[src/rtl/ysyx_22050039_pkg.sv]
// Shared constants and decode helpers for the ysyx_22050039 core slice.
package ysyx_22050039_pkg;

    localparam logic [6:0]  OPCODE_OP_IMM = 7'b0010011;
    localparam logic [31:0] INST_EBREAK   = 32'h0010_0073;
    localparam logic [63:0] RESET_PC      = 64'h0000_0000_8000_0000;

    localparam logic [2:0] FUNC_ADD  = 3'b000;
    localparam logic [2:0] FUNC_SLT  = 3'b010;
    localparam logic [2:0] FUNC_SLTU = 3'b011;
    localparam logic [2:0] FUNC_XOR  = 3'b100;
    localparam logic [2:0] FUNC_OR   = 3'b110;
    localparam logic [2:0] FUNC_AND  = 3'b111;

    // I-type instruction layout, MSB first.
    typedef struct packed {
        logic [11:0] imm;
        logic [4:0]  rs1;
        logic [2:0]  funct3;
        logic [4:0]  rd;
        logic [6:0]  opcode;
    } inst_i_t;

    // Shifts (001/101) are not supported, so they count as illegal.
    function automatic logic is_supported_func(input logic [2:0] f);
        return (f == FUNC_ADD) || (f == FUNC_SLT) || (f == FUNC_SLTU) ||
               (f == FUNC_XOR) || (f == FUNC_OR)  || (f == FUNC_AND);
    endfunction

endpackage

[src/rtl/ysyx_22050039_EXU.sv]
// Execute unit: OP-IMM ALU and sequential next-PC adder, purely combinational.
module ysyx_22050039_EXU
    import ysyx_22050039_pkg::*;
#(
    parameter int unsigned XLEN = 64
) (
    input  logic            clk,
    input  logic            rst,
    input  logic [2:0]      func,
    input  logic [XLEN-1:0] src1,
    input  logic [XLEN-1:0] src2,
    input  logic [XLEN-1:0] pc,
    output logic [XLEN-1:0] exec_result,
    output logic [XLEN-1:0] dnpc
);

    // Clock and reset are part of the unit's port contract but carry no state here.
    logic clk_rst_unused;
    assign clk_rst_unused = clk ^ rst;

    // ALU result select.
    always_comb begin
        exec_result = '0;
        case (func)
            FUNC_ADD:  exec_result = src1 + src2;
            FUNC_SLT:  exec_result = {{(XLEN-1){1'b0}}, ($signed(src1) < $signed(src2))};
            FUNC_SLTU: exec_result = {{(XLEN-1){1'b0}}, (src1 < src2)};
            FUNC_XOR:  exec_result = src1 ^ src2;
            FUNC_OR:   exec_result = src1 | src2;
            FUNC_AND:  exec_result = src1 & src2;
            default:   exec_result = '0;
        endcase
    end

    assign dnpc = pc + XLEN'(4);

endmodule

[src/rtl/ysyx_22050039_IDU.sv]
// Instruction decode unit: field extraction, register file, legality and halt control.
module ysyx_22050039_IDU
    import ysyx_22050039_pkg::*;
#(
    parameter int unsigned XLEN     = 64,
    parameter int unsigned INST_LEN = 32
) (
    input  logic                clk,
    input  logic                rst,
    input  logic [INST_LEN-1:0] inst,
    input  logic [XLEN-1:0]     exec_result,
    output logic [XLEN-1:0]     src1,
    output logic [XLEN-1:0]     src2,
    output logic [2:0]          func,
    output logic                pc_wen
);

    inst_i_t         fields;
    logic            is_op_imm;
    logic            legal_op_imm;
    logic            is_ebreak;
    logic            stop;
    logic            halted_q;
    logic [XLEN-1:0] rdata2_unused;

    assign fields       = inst_i_t'(inst[31:0]);
    assign is_op_imm    = (fields.opcode == OPCODE_OP_IMM);
    assign legal_op_imm = is_op_imm && is_supported_func(fields.funct3);
    assign is_ebreak    = (inst[31:0] == INST_EBREAK);
    // EBREAK is not OP-IMM, so this covers both EBREAK and every illegal word.
    assign stop         = is_ebreak || !legal_op_imm;

    assign src2   = {{(XLEN-12){fields.imm[11]}}, fields.imm};
    assign func   = is_op_imm ? fields.funct3 : FUNC_ADD;
    assign pc_wen = !halted_q && legal_op_imm;

    // Sticky halt flag; only reset clears it.
    always_ff @(posedge clk or posedge rst) begin
        if (rst) begin
            halted_q <= 1'b0;
        end else if (stop) begin
            halted_q <= 1'b1;
        end
    end

    ysyx_22050039_RegisterFile #(
        .XLEN(XLEN)
    ) regs (
        .clk   (clk),
        .rst   (rst),
        .raddr1(fields.rs1),
        .raddr2(inst[24:20]),
        .rdata1(src1),
        .rdata2(rdata2_unused),
        .wen   (pc_wen),
        .waddr (fields.rd),
        .wdata (exec_result)
    );

endmodule

[src/rtl/ysyx_22050039_IFU.sv]
// Instruction fetch unit: holds the program counter.
module ysyx_22050039_IFU
    import ysyx_22050039_pkg::*;
#(
    parameter int unsigned XLEN = 64
) (
    input  logic            clk,
    input  logic            rst,
    input  logic            pc_wen,
    input  logic [XLEN-1:0] pc_wdata,
    output logic [XLEN-1:0] pc
);

    logic [XLEN-1:0] pc_q;

    // PC register; holds unless the current instruction retires.
    always_ff @(posedge clk or posedge rst) begin
        if (rst) begin
            pc_q <= RESET_PC[XLEN-1:0];
        end else if (pc_wen) begin
            pc_q <= pc_wdata;
        end
    end

    assign pc = pc_q;

endmodule

[src/rtl/ysyx_22050039_RegisterFile.sv]
// 32-entry integer register file, 2 read ports and 1 write port; x0 hardwired to zero.
module ysyx_22050039_RegisterFile #(
    parameter int unsigned XLEN = 64
) (
    input  logic            clk,
    input  logic            rst,
    input  logic [4:0]      raddr1,
    input  logic [4:0]      raddr2,
    output logic [XLEN-1:0] rdata1,
    output logic [XLEN-1:0] rdata2,
    input  logic            wen,
    input  logic [4:0]      waddr,
    input  logic [XLEN-1:0] wdata
);

    logic [XLEN-1:0] rf [32];

    // Storage; reset clears every entry, x0 is never written.
    always_ff @(posedge clk or posedge rst) begin
        if (rst) begin
            for (int i = 0; i < 32; i++) begin
                rf[i] <= '0;
            end
        end else if (wen && (waddr != 5'd0)) begin
            rf[waddr] <= wdata;
        end
    end

    // Asynchronous reads return the pre-edge value on a same-cycle write.
    assign rdata1 = (raddr1 == 5'd0) ? '0 : rf[raddr1];
    assign rdata2 = (raddr2 == 5'd0) ? '0 : rf[raddr2];

endmodule

[src/rtl/ysyx_22050039_core.sv]
// Single-cycle RV64I OP-IMM/EBREAK core: IFU -> IDU -> EXU, writeback and PC on one edge.
module ysyx_22050039_core #(
    parameter int unsigned XLEN     = 64,
    parameter int unsigned INST_LEN = 32
) (
    input  logic                clk,
    input  logic                rst,
    input  logic [INST_LEN-1:0] inst,
    output logic [XLEN-1:0]     pc
);

    logic            pc_wen;
    logic [XLEN-1:0] dnpc;
    logic [XLEN-1:0] src1;
    logic [XLEN-1:0] src2;
    logic [2:0]      func;
    logic [XLEN-1:0] exec_result;

    ysyx_22050039_IFU #(
        .XLEN(XLEN)
    ) u_ifu (
        .clk     (clk),
        .rst     (rst),
        .pc_wen  (pc_wen),
        .pc_wdata(dnpc),
        .pc      (pc)
    );

    ysyx_22050039_IDU #(
        .XLEN    (XLEN),
        .INST_LEN(INST_LEN)
    ) u_idu (
        .clk        (clk),
        .rst        (rst),
        .inst       (inst),
        .exec_result(exec_result),
        .src1       (src1),
        .src2       (src2),
        .func       (func),
        .pc_wen     (pc_wen)
    );

    ysyx_22050039_EXU #(
        .XLEN(XLEN)
    ) u_exu (
        .clk        (clk),
        .rst        (rst),
        .func       (func),
        .src1       (src1),
        .src2       (src2),
        .pc         (pc),
        .exec_result(exec_result),
        .dnpc       (dnpc)
    );

endmodule

[config.mk]
export PLATFORM = sky130hd
export DESIGN_NAME = ysyx_22050039_core
export DESIGN_NICKNAME = d
export VERILOG_FILES = /design/src/rtl/ysyx_22050039_pkg.sv /design/src/rtl/ysyx_22050039_EXU.sv /design/src/rtl/ysyx_22050039_IDU.sv /design/src/rtl/ysyx_22050039_IFU.sv /design/src/rtl/ysyx_22050039_RegisterFile.sv /design/src/rtl/ysyx_22050039_core.sv
export SDC_FILE = /design/constraint.sdc
export NUM_CORES = 1
export LEC_CHECK = 0
export BUFFER_PORTS_ARGS = -buffer_cell sky130_fd_sc_hd__buf_2
export CAP_MARGIN = 20
export CORE_MARGIN = 8
export CORE_UTILIZATION = 30
export CTS_CLUSTER_DIAMETER = 120
export DETAILED_ROUTE_END_ITERATION = 12
export PLACE_DENSITY_LB_ADDON = 0.2
export SYNTH_ARGS = -nofsm -noshare
export SYNTH_HDL_FRONTEND = slang
export SYNTH_SLANG_ARGS = --single-unit
export TNS_END_PERCENT = 5
[constraint.sdc]
create_clock -name clk -period 2.67 [get_ports clk]
set_input_delay 0.1335 -clock clk [delete_from_list [all_inputs] [get_ports clk]]
set_output_delay 0.1335 -clock clk [all_outputs]
set_load 0.03 [all_outputs]
==> flow_metrics.tcl <==
set metrics [dict create \
    status "complete, no violations" \
    clk_path_buf_depth 2 \
    crit_chain "or4b_4 -> or4_4 -> or4_4 -> buf_4 -> nor3_2 -> xor2_1" \
    grt_pass1_wl_um 12000 \
    drt-initial-drc-count 76 \
    dieArea_um2 13300 \
    power_switching_uw 397 \
    grt_overflow_total 0 \
    skew_ps 13.1 \
    synth_mux_area_share_pct 0.381 \
    syn_inst 279 \
    synth_xor_area_share_pct 18.1 \
    cts_sinks 63 \
    synthAdderAreaFrac_pct 0.424 \
    cts.clk_slew.worst_paths_ps 70 \
    tightestPinTransition_ps 637 \
    root_buffer "clkbuf_8" \
    cp-start-kind "flip-flop" \
    drcViolationCount 0 \
    path_class "flip-flop to flip-flop" \
    yosysWarningCount 0 \
    hold_violations 0 \
    worstHoldPathType "primary input to flip-flop" \
    cp_slowest_cell "or4_4" \
    synth_area_leader_cell "dfrtp_1" \
    dp_cells 490 \
    fin_crit_sh_pct 95.3 \
    yosysUniqueCellTypes 26 \
    final_area_um2 3740 \
    syn_area_um2 2950 \
    drive_gt1_share_pct 29.4 \
    final_cells 507 \
    slew_viol_final 0 \
    wl_per_cell_um 14.1 \
    synth_top_family_by_area "simple AND/OR/NAND/NOR gates" \
    rows 36 \
    ir_worst_vdd_mv 0.243 \
    die_x_um 115 \
    path_common_cell "or4_4" \
    post-cts-setup-buffers 0 \
    fmax_mhz 393 \
    synth_area_leaders "dfrtp_1, xor2_1, xnor2_1" \
    seq_power_share_pct 52.7 \
    synthSimpleGateAreaFrac_pct 24.8 \
    antenna_cells 0 \
    clock_latency_ps 330 \
    ant_nets 0 \
    initial_core_util_pct 30.5 \
    grt_max_degree 39 \
    seq_area_frac_synth_pct 53.4 \
    dpl_cell_area_um2 3530 \
    pwr-share-comb_pct 2.3 \
    cp-end-kind "flip-flop" \
    layout_commonest_cell "buf_2" \
    antenna_found_initial 0 \
    totalWireLength_um 7150 \
    final_cell_mix "buf_2, dfrtp_1, xor2_1" \
    io_buffer_count 72 \
    powerDensity_nw_per_um2 486 \
    design.core.area_um2 9680 \
    fin_nets 404 \
    die_y_um 115 \
    slew_headroom_pct 57.2 \
    switching_share_pct 21.9 \
    ys_seq_elements 63 \
    worst_path_largest_cell_delay_ps 570 \
    critPathArrivalTime_ps 2810 \
    drt_pass1_iterations 4 \
    power.internal_mw 1.42 \
    dp_hpwl_um 5300 \
    required_ps 2930 \
    synth_area_per_cell_um2 10.6 \
    cts_tree "built" \
    track_usage_pct 11.5 \
    reg2reg_depth 6 \
    max_cap_viol_count 0 \
    pwr-share-clk_pct 45.0 \
    via_count 2332 \
    yosys.area.top_type_share_pct 52.5 \
    viasPerCell 4.60 \
    finalSetupViolations 0 \
    cts_buffers 9 \
    synth_compound_area_share_pct 0 \
    grt_pass1_vias 2427 \
    rsz0062_at_grt "no" \
    globalplace.congestion 0.734 \
    fin_tns_setup_ps 0 \
    cpLargestDelayFamily "simple AND/OR/NAND/NOR gates" \
    io_pins 98 \
    crit_fanout 15 \
    path_buf_inv 1 \
    syn_to_final_growth_pct 26.5 \
    period_needed_ps 2550 \
    h-tree-depth 3 \
    cp.depth 6 \
    leakagePower_nw 1.88 \
    hold_depth 5 \
]
-- per-layer routing --
metal	part of all wire (%)	up-vias	global-route usage [%]
li1	-	1144	-
met1	47	1127	14.7
met2	47	49	17.8
met3	3.7	12	2.89
met4	2.0	0	5.34
met5	0	-	0
-- path summary, 6_finish.rpt --
kind	from	end	slack, ps
worst max register to register	u_idu.halted_q	u_ifu.pc[31]	120
min in group asynchronous	rst	u_ifu.pc[15]	410
max in group asynchronous	rst	u_ifu.pc[31]	1590
worst min-delay path	inst[6]	u_idu.halted_q	290
worst max-delay path	u_idu.halted_q	u_ifu.pc[31]	120
worst min register to register	u_ifu.pc[63]	u_ifu.pc[63]	460
-- timing repair --
action	CTS	global route
hold endpoints to repair	25	0
gates resized for setup	0	1
endpoints found under the setup margin	0	6
hold buffers	1	0
-- tightest hold or removal path, cell delays in order --
cell and delay, ps:
buf_2 70, or4b_4 110, buf_4 110, nor3_1 100
inv_1 70
-- state kept, by name, indices dropped and copies added (netlist names) --
name / cells
u_ifu.pc: 62
u_idu.halted_q: 1
-- through the flow --
step | util, % | power, mW | worst slack [ps] | hold slack, ps
2_1_floorplan | - | 1.00 | 125 | 420
3_3_place_gp | 36.5 | 1.02 | 35.3 | 243
3_5_place_dp | 36.5 | 1.02 | 33.0 | 238
4_1_cts | 38.5 | 1.85 | 1.63 | 277
5_1_grt | 38.6 | 1.89 | 55.2 | 313
6_report | 38.6 | 1.82 | 125 | 288
-- cells by family (layout without fill, tap and decap cells) --
group | count (synthesis) | in the layout
buffers and inverters | 16 | 110
adder cells (fa/ha/maj) | 1 | 1
AND/OR/NAND/NOR | 136 | 136
other | 1 | 2
XOR/XNOR | 61 | 61
multiplexers | 1 | 1
flip-flops | 63 | 63
-- power by group through the flow --
stage | Combinational (mW) | Clock (mW) | Sequential [mW]
2_1_floorplan | 0.0234 | 0 | 0.978
3_3_place_gp | 0.0433 | 0 | 0.976
3_5_place_dp | 0.0433 | 0 | 0.976
4_1_cts | 0.0445 | 0.849 | 0.957
5_1_grt | 0.0489 | 0.888 | 0.957
6_report | 0.0422 | 0.819 | 0.957
-- synthesized netlist by cell type --
| library cell | number |
|---|---|
| buf_4 | 2 |
| nor4_1 | 13 |
| or4b_4 | 1 |
| nor3_1 | 19 |
| nor2_1 | 21 |
| nand2_1 | 31 |
| or4_1 | 1 |
| nor2b_1 | 1 |
| clkbuf_1 | 1 |
| mux2_2 | 1 |
| buf_6 | 2 |
| xnor2_1 | 25 |
| or2_2 | 1 |
| xor2_1 | 36 |
| ha_1 | 1 |
| inv_1 | 11 |
| dfstp_2 | 1 |
| nand4bb_1 | 1 |
| conb_1 | 1 |
| nand4_1 | 19 |
| nor3_2 | 2 |
| and4_1 | 1 |
| nand3_1 | 19 |
| dfrtp_1 | 62 |
| or4_4 | 2 |
| nor4_2 | 4 |
-- area by class of cell --
class | count | area, µm²
clock buffer | 12 | 145
clock inverter | 4 | 45.0
fill | 993 | 5950
inverter | 11 | 41.3
multi-input combinational | 201 | 1300
sequential | 63 | 1580
tap | 133 | 166
timing repair buffer | 83 | 458
Power figures use the tool's default switching activity.
